$ cat src/rtl/bcd_pkg.sv
// Shared constants, state encoding and digit helpers for the
// serial BCD add/subtract controller.
package bcd_pkg;

    localparam int BCD_MAX  = 9;
    localparam int BCD_CORR = 6;

    typedef enum logic [1:0] {
        IDLE,
        ADD,
        RECOMP,
        DONE
    } state_t;

    function automatic logic [3:0] nines(input logic [3:0] d);
        return 4'(BCD_MAX) - d;
    endfunction

endpackage

$ cat src/rtl/bcd_serial_addsub_if.sv
// Operand/result bundle between the operand registers, the BCD
// sequencer and the display logic.
interface bcd_serial_addsub_if #(
    parameter int NDIG = 4
);

    logic              start;
    logic              op_sub;
    logic [4*NDIG-1:0] a;
    logic [4*NDIG-1:0] b;
    logic              busy;
    logic              done;
    logic [4*NDIG-1:0] sum;
    logic              cout;
    logic              neg;
    logic              err;

    modport master (
        output start, op_sub, a, b,
        input  busy, done, sum, cout, neg, err
    );

    modport slave (
        input  start, op_sub, a, b,
        output busy, done, sum, cout, neg, err
    );

endinterface

$ cat src/rtl/bcd_digit_add.sv
// Single-digit BCD adder: binary add, then +6 correction above nine.
module bcd_digit_add
    import bcd_pkg::*;
(
    input  logic [3:0] a,
    input  logic [3:0] b,
    input  logic       cin,
    output logic [3:0] s,
    output logic       cout
);

    logic [4:0] t;
    logic [4:0] tc;

    assign t  = 5'(a) + 5'(b) + 5'(cin);
    assign tc = t + 5'(BCD_CORR);

    always_comb begin
        if (t > 5'(BCD_MAX)) begin
            s    = tc[3:0];
            cout = 1'b1;
        end else begin
            s    = t[3:0];
            cout = 1'b0;
        end
    end

endmodule

$ cat src/rtl/bcd_serial_addsub.sv
// Digit-serial BCD add/subtract sequencer, LSD first, with a second
// recomplement pass so negative differences come out as magnitudes.
module bcd_serial_addsub
    import bcd_pkg::*;
#(
    parameter int NDIG = 4
) (
    input logic clk,
    input logic rst,
    bcd_serial_addsub_if.slave bus
);

    localparam int IW = (NDIG > 1) ? $clog2(NDIG) : 1;
    localparam int W  = 4 * NDIG;

    state_t         state, state_n;
    logic [W-1:0]   a_q, a_n;
    logic [W-1:0]   b_q, b_n;
    logic [W-1:0]   sum_q, sum_n;
    logic           sub_q, sub_n;
    logic           cout_q, cout_n;
    logic           neg_q, neg_n;
    logic           err_q, err_n;
    logic           carry_q, carry_n;
    logic [IW-1:0]  idx, idx_n;

    logic [3:0]     da, db, ds;
    logic           dc;
    logic           last;
    logic           bad;
    logic [W-1:0]   b_in;

    bcd_digit_add u_dig (
        .a    (da),
        .b    (db),
        .cin  (carry_q),
        .s    (ds),
        .cout (dc)
    );

    assign last = (idx == IW'(NDIG - 1));

    // RECOMP feeds the raw result back as 9-sum[i] with no second operand
    always_comb begin
        if (state == RECOMP) begin
            da = nines(sum_q[idx*4 +: 4]);
            db = 4'd0;
        end else begin
            da = a_q[idx*4 +: 4];
            db = b_q[idx*4 +: 4];
        end
    end

    always_comb begin
        bad  = 1'b0;
        b_in = '0;
        for (int i = 0; i < NDIG; i++) begin
            bad = bad | (bus.a[i*4 +: 4] > 4'(BCD_MAX))
                      | (bus.b[i*4 +: 4] > 4'(BCD_MAX));
            b_in[i*4 +: 4] = bus.op_sub ? nines(bus.b[i*4 +: 4])
                                        : bus.b[i*4 +: 4];
        end
    end

    always_comb begin
        state_n = state;
        a_n     = a_q;
        b_n     = b_q;
        sum_n   = sum_q;
        sub_n   = sub_q;
        cout_n  = cout_q;
        neg_n   = neg_q;
        err_n   = err_q;
        carry_n = carry_q;
        idx_n   = idx;
        unique case (state)
            IDLE: begin
                if (bus.start) begin
                    a_n     = bus.a;
                    b_n     = b_in;
                    sub_n   = bus.op_sub;
                    sum_n   = '0;
                    cout_n  = 1'b0;
                    neg_n   = 1'b0;
                    err_n   = bad;
                    carry_n = bus.op_sub;
                    idx_n   = '0;
                    state_n = ADD;
                end
            end
            ADD: begin
                if (err_q) begin
                    state_n = DONE;
                end else begin
                    sum_n[idx*4 +: 4] = ds;
                    carry_n = dc;
                    idx_n   = idx + 1'b1;
                    if (last) begin
                        idx_n   = '0;
                        state_n = DONE;
                        if (!sub_q) begin
                            cout_n = dc;
                        end else if (!dc) begin
                            neg_n   = 1'b1;
                            carry_n = 1'b1;
                            state_n = RECOMP;
                        end
                    end
                end
            end
            RECOMP: begin
                sum_n[idx*4 +: 4] = ds;
                carry_n = dc;
                idx_n   = idx + 1'b1;
                if (last) begin
                    idx_n   = '0;
                    state_n = DONE;
                end
            end
            DONE: begin
                state_n = IDLE;
            end
        endcase
    end

    always_ff @(posedge clk or posedge rst) begin
        if (rst) begin
            state   <= IDLE;
            a_q     <= '0;
            b_q     <= '0;
            sum_q   <= '0;
            sub_q   <= 1'b0;
            cout_q  <= 1'b0;
            neg_q   <= 1'b0;
            err_q   <= 1'b0;
            carry_q <= 1'b0;
            idx     <= '0;
        end else begin
            state   <= state_n;
            a_q     <= a_n;
            b_q     <= b_n;
            sum_q   <= sum_n;
            sub_q   <= sub_n;
            cout_q  <= cout_n;
            neg_q   <= neg_n;
            err_q   <= err_n;
            carry_q <= carry_n;
            idx     <= idx_n;
        end
    end

    assign bus.busy = (state != IDLE);
    assign bus.done = (state == DONE);
    assign bus.sum  = sum_q;
    assign bus.cout = cout_q;
    assign bus.neg  = neg_q;
    assign bus.err  = err_q;

endmodule

$ cat src/flat_wrapper.sv
// flat-port wrapper written by rule: the top's interface ports become plain ports
module bcd_serial_addsub_flat import bcd_pkg::*;
#(
    parameter int NDIG = 4
)
  (clk, rst, bus_start, bus_op_sub, bus_a, bus_b, bus_busy, bus_done, bus_sum, bus_cout, bus_neg, bus_err);
  bcd_serial_addsub_if #(.NDIG(NDIG)) bus_i ();
  input logic clk;
  input logic rst;
  input wire logic [$bits(bus_i.start)-1:0] bus_start;
  input wire logic [$bits(bus_i.op_sub)-1:0] bus_op_sub;
  input wire logic [$bits(bus_i.a)-1:0] bus_a;
  input wire logic [$bits(bus_i.b)-1:0] bus_b;
  output wire logic [$bits(bus_i.busy)-1:0] bus_busy;
  output wire logic [$bits(bus_i.done)-1:0] bus_done;
  output wire logic [$bits(bus_i.sum)-1:0] bus_sum;
  output wire logic [$bits(bus_i.cout)-1:0] bus_cout;
  output wire logic [$bits(bus_i.neg)-1:0] bus_neg;
  output wire logic [$bits(bus_i.err)-1:0] bus_err;
  assign bus_i.start = bus_start;
  assign bus_i.op_sub = bus_op_sub;
  assign bus_i.a = bus_a;
  assign bus_i.b = bus_b;
  assign bus_busy = bus_i.busy;
  assign bus_done = bus_i.done;
  assign bus_sum = bus_i.sum;
  assign bus_cout = bus_i.cout;
  assign bus_neg = bus_i.neg;
  assign bus_err = bus_i.err;
  bcd_serial_addsub #(.NDIG(NDIG)) u_core (.clk(clk), .rst(rst), .bus(bus_i));
endmodule
$ cat config.mk
export PLATFORM = sky130hd
export DESIGN_NAME = bcd_serial_addsub_flat
export DESIGN_NICKNAME = d
export VERILOG_FILES = /design/src/rtl/bcd_pkg.sv /design/src/rtl/bcd_serial_addsub_if.sv /design/src/rtl/bcd_digit_add.sv /design/src/rtl/bcd_serial_addsub.sv /design/src/flat_wrapper.sv
export SDC_FILE = /design/constraint.sdc
export NUM_CORES = 1
export LEC_CHECK = 0
export CORE_ASPECT_RATIO = 0.7
export CORE_MARGIN = 5
export CORE_UTILIZATION = 45
export DETAILED_ROUTE_END_ITERATION = 8
export GPL_ROUTABILITY_DRIVEN = 0
export HOLD_SLACK_MARGIN = 0.03
export PLACE_DENSITY = 0.78
export SYNTH_ARGS = -nofsm -noshare
export SYNTH_HDL_FRONTEND = slang
export SYNTH_SLANG_ARGS = --single-unit
$ cat constraint.sdc
create_clock -name clk -period 3.2 [get_ports clk]
set_input_delay 0.48 -clock clk [delete_from_list [all_inputs] [get_ports clk]]
set_output_delay 0.48 -clock clk [all_outputs]
set_load 0.01 [all_outputs]
==> results.json <==
{
  "status": "complete, no violations",
  "cp-start-kind": "flop",
  "drt_wl_total_mm": 7.96,
  "cp_max_fo": 7,
  "critPathRequiredTime_ps": 3480,
  "endpoint_kind": "flop",
  "vias": 2652,
  "grt_pass1_vias": 2700,
  "fmax_mhz": 316,
  "syn_to_final_growth_pct": 30.4,
  "root_buffer": "clkbuf_8",
  "dieArea_um2": 9310,
  "slew_headroom_pct": 53.1,
  "grt_pass1_wl_mm": 13.4,
  "hold_class": "in -> async",
  "drv_cap": 0,
  "yosysSeqAreaShare_pct": 42.5,
  "vias_per_cell": 5.35,
  "synthCells": 317,
  "core_area_um2": 7290,
  "mostFrequentLayoutCells": "57 x dfrtp_1, 56 x clkdlybuf4s50_1, 41 x o21ai_0",
  "hold_violations": 0,
  "ys_warn_count": 0,
  "antenna_found_initial": 0,
  "p_leak_nw": 1.92,
  "row_count": 26,
  "drive_above_1_share_pct": 21.1,
  "clock_sinks": 57,
  "numPortBuffers": 56,
  "syn_area_um2": 3350,
  "rsz0062_at_grt": "true",
  "drc_errors": 0,
  "fill_cells": 637,
  "worst_pin_slew_ps": 701,
  "timing.hold.ws_ps": 388,
  "final.setup.tns_ps": 0,
  "peakVddDrop_mv": 0.588,
  "setup_violations": 0,
  "final_common_cell": "dfrtp_1",
  "critical-path-max-stage-delay_ps": 570,
  "worstPathArrival_ps": 3440,
  "critical_path_depth": 10,
  "clock_path_buffers": 2,
  "p_per_area_nw_per_um2": 1140,
  "diodes": 0,
  "start_util_pct": 46.0,
  "clk_pin_slew_ps": 80,
  "syn_nets": 374,
  "grt-ovfl-total": 0,
  "dp_hpwl_mm": 6.28,
  "slew_viol_final": 0,
  "reg2regPathDepth": 10,
  "ys_types": 44,
  "htreeDepth": 3,
  "period_minus_slack_ps": 3160,
  "critPathBufInv": 2,
  "ant_nets": 0,
  "critPathKind": "reg -> reg",
  "wl_per_cell_um": 16.0,
  "cts_tree": "yes",
  "post-route-period-util_pct": 98.8,
  "multi_input_area_um2": 1820,
  "slowest_stage": "fa_1",
  "pin_count": 57,
  "grtUsageTotal_pct": 18.5,
  "num-nets-final": 450,
  "grt_max_degree": 52,
  "syn_avg_cell_area_um2": 10.6,
  "synth_seq_cells": 57,
  "seq_area_um2": 1430,
  "cts_buffers": 9,
  "die_height_um": 82.2,
  "finalClockSkew_ps": 7.84,
  "critPathTopFamily": "multiplexers",
  "drt-pass1-iter-count": 4,
  "drtIter0Drc": 109,
  "clk_latency_ps": 350,
  "die_x_um": 113,
  "path_cells": "buf_6, buf_4, mux4_2, and2_1, fa_1, o22a_1, o221ai_2, o31ai_4, mux2i_2, a22o_1"
}
## layout make-up
class	instances	share of cell area, %
repair buffers	79	16.8
clock buffers	9	2.83
well taps	98	2.80
flip-flops and latches	57	32.6
clock inverters	7	1.40
inverters	23	1.97
multi-input cells	223	41.5
## metrics by stage
stage          worst slack [ps]  cell area, um2  util, %  instances  power, mW
2_1_floorplan              1.24            3370        -        317       3.37
3_3_place_gp               79.9            4140     56.8        478       4.20
3_5_place_dp              -33.1            4140     56.8        478       4.33
4_1_cts                   -2.00            4340     59.5        494       5.02
5_1_grt                    -127            4370     60.0        496       5.38
6_report                   38.3            4370     60.0        496       4.98
## cell families after synthesis
family          synth area share, %
simple gates                   12.0
compound gates                 14.1
flops                          42.5
buf+inv                        4.33
mux                            15.9
fa+ha+maj                      8.28
xor+xnor                       2.87
## cell usage after synthesis, drive strengths merged
cell | instances | area (um2)
o211a | 1 | 10.0
nand3 | 5 | 25.0
dfrtp | 57 | 1430
and2 | 5 | 31.3
o22a | 1 | 8.76
xnor2 | 7 | 61.3
nand2 | 40 | 150
a22o | 8 | 70.1
fa | 2 | 40.0
inv | 23 | 86.3
nor3 | 5 | 25.0
o31ai | 1 | 21.3
mux2i | 6 | 60.1
and4b | 1 | 10.0
o2111ai | 1 | 8.76
xor2 | 4 | 35.0
or3 | 2 | 12.5
mux2 | 18 | 203
nor2b | 1 | 6.26
nor4 | 1 | 6.26
or2 | 1 | 6.26
buf | 8 | 36.3
and4 | 3 | 26.3
or4 | 1 | 7.51
nand4b | 1 | 8.76
o21ai | 42 | 210
o21a | 2 | 15.0
clkbuf | 6 | 22.5
a2111o | 2 | 22.5
nor3b | 2 | 15.0
mux4 | 12 | 270
a21o | 1 | 7.51
nand2b | 2 | 12.5
ha | 19 | 238
a21oi | 9 | 48.8
nand4 | 6 | 37.5
a221o | 2 | 20.0
nor2 | 6 | 22.5
o221ai | 2 | 23.8
a31oi | 1 | 6.26
## final timing paths
| check | start | to | slack (ps) |
|---|---|---|---|
| setup / recovery | u_core.idx[0]$_DFFE_PP0P_ | u_core.bus.sum[10]$_DFFE_PP0P_ | 40 |
| hold / removal | rst | u_core.a_q[11]$_DFFE_PP0P_ | 390 |
| setup reg to reg | u_core.idx[0]$_DFFE_PP0P_ | u_core.bus.sum[10]$_DFFE_PP0P_ | 40 |
| hold reg to reg | u_core.b_q[14]$_DFFE_PP0P_ | u_core.b_q[14]$_DFFE_PP0P_ | 490 |
| max in group asynchronous | rst | u_core.b_q[7]$_DFFE_PP0P_ | 2210 |
| min in group clk | u_core.b_q[14]$_DFFE_PP0P_ | u_core.b_q[14]$_DFFE_PP0P_ | 490 |
## metal layers
metal  vias up  routed length, um  GRT usage (%)
li1       1295                  -              -
met1      1233               3590           25.0
met2       111               3560           28.8
met3        13                678           5.46
met4         0                121           5.76
met5         -                  0              0
## power breakdown
part	internal, mW	leakage (nW)	switching, mW
combinational	1.47	1.11	1.74
sequential	0.989	0.721	0.158
clock	0.295	0.0888	0.333
total	2.75	1.92	2.23
## flip-flops by register name, indices dropped and copies added (netlist names)
signal           cells
u_core.a_q          16
u_core.carry_q       1
u_core.sub_q         1
u_core.state         2
u_core.bus.neg       1
u_core.bus.sum      16
u_core.b_q          16
u_core.bus.err       1
u_core.bus.cout      1
u_core.idx           2
## what timing repair did
item | CTS | global route
pin swaps | 7 | 5
hold buffers | 0 | 0
endpoints found under the setup margin | 8 | 15
setup buffers | 0 | 3
resized for setup | 6 | 5
gates cloned | 0 | 0
Power figures use the tool's default switching activity.
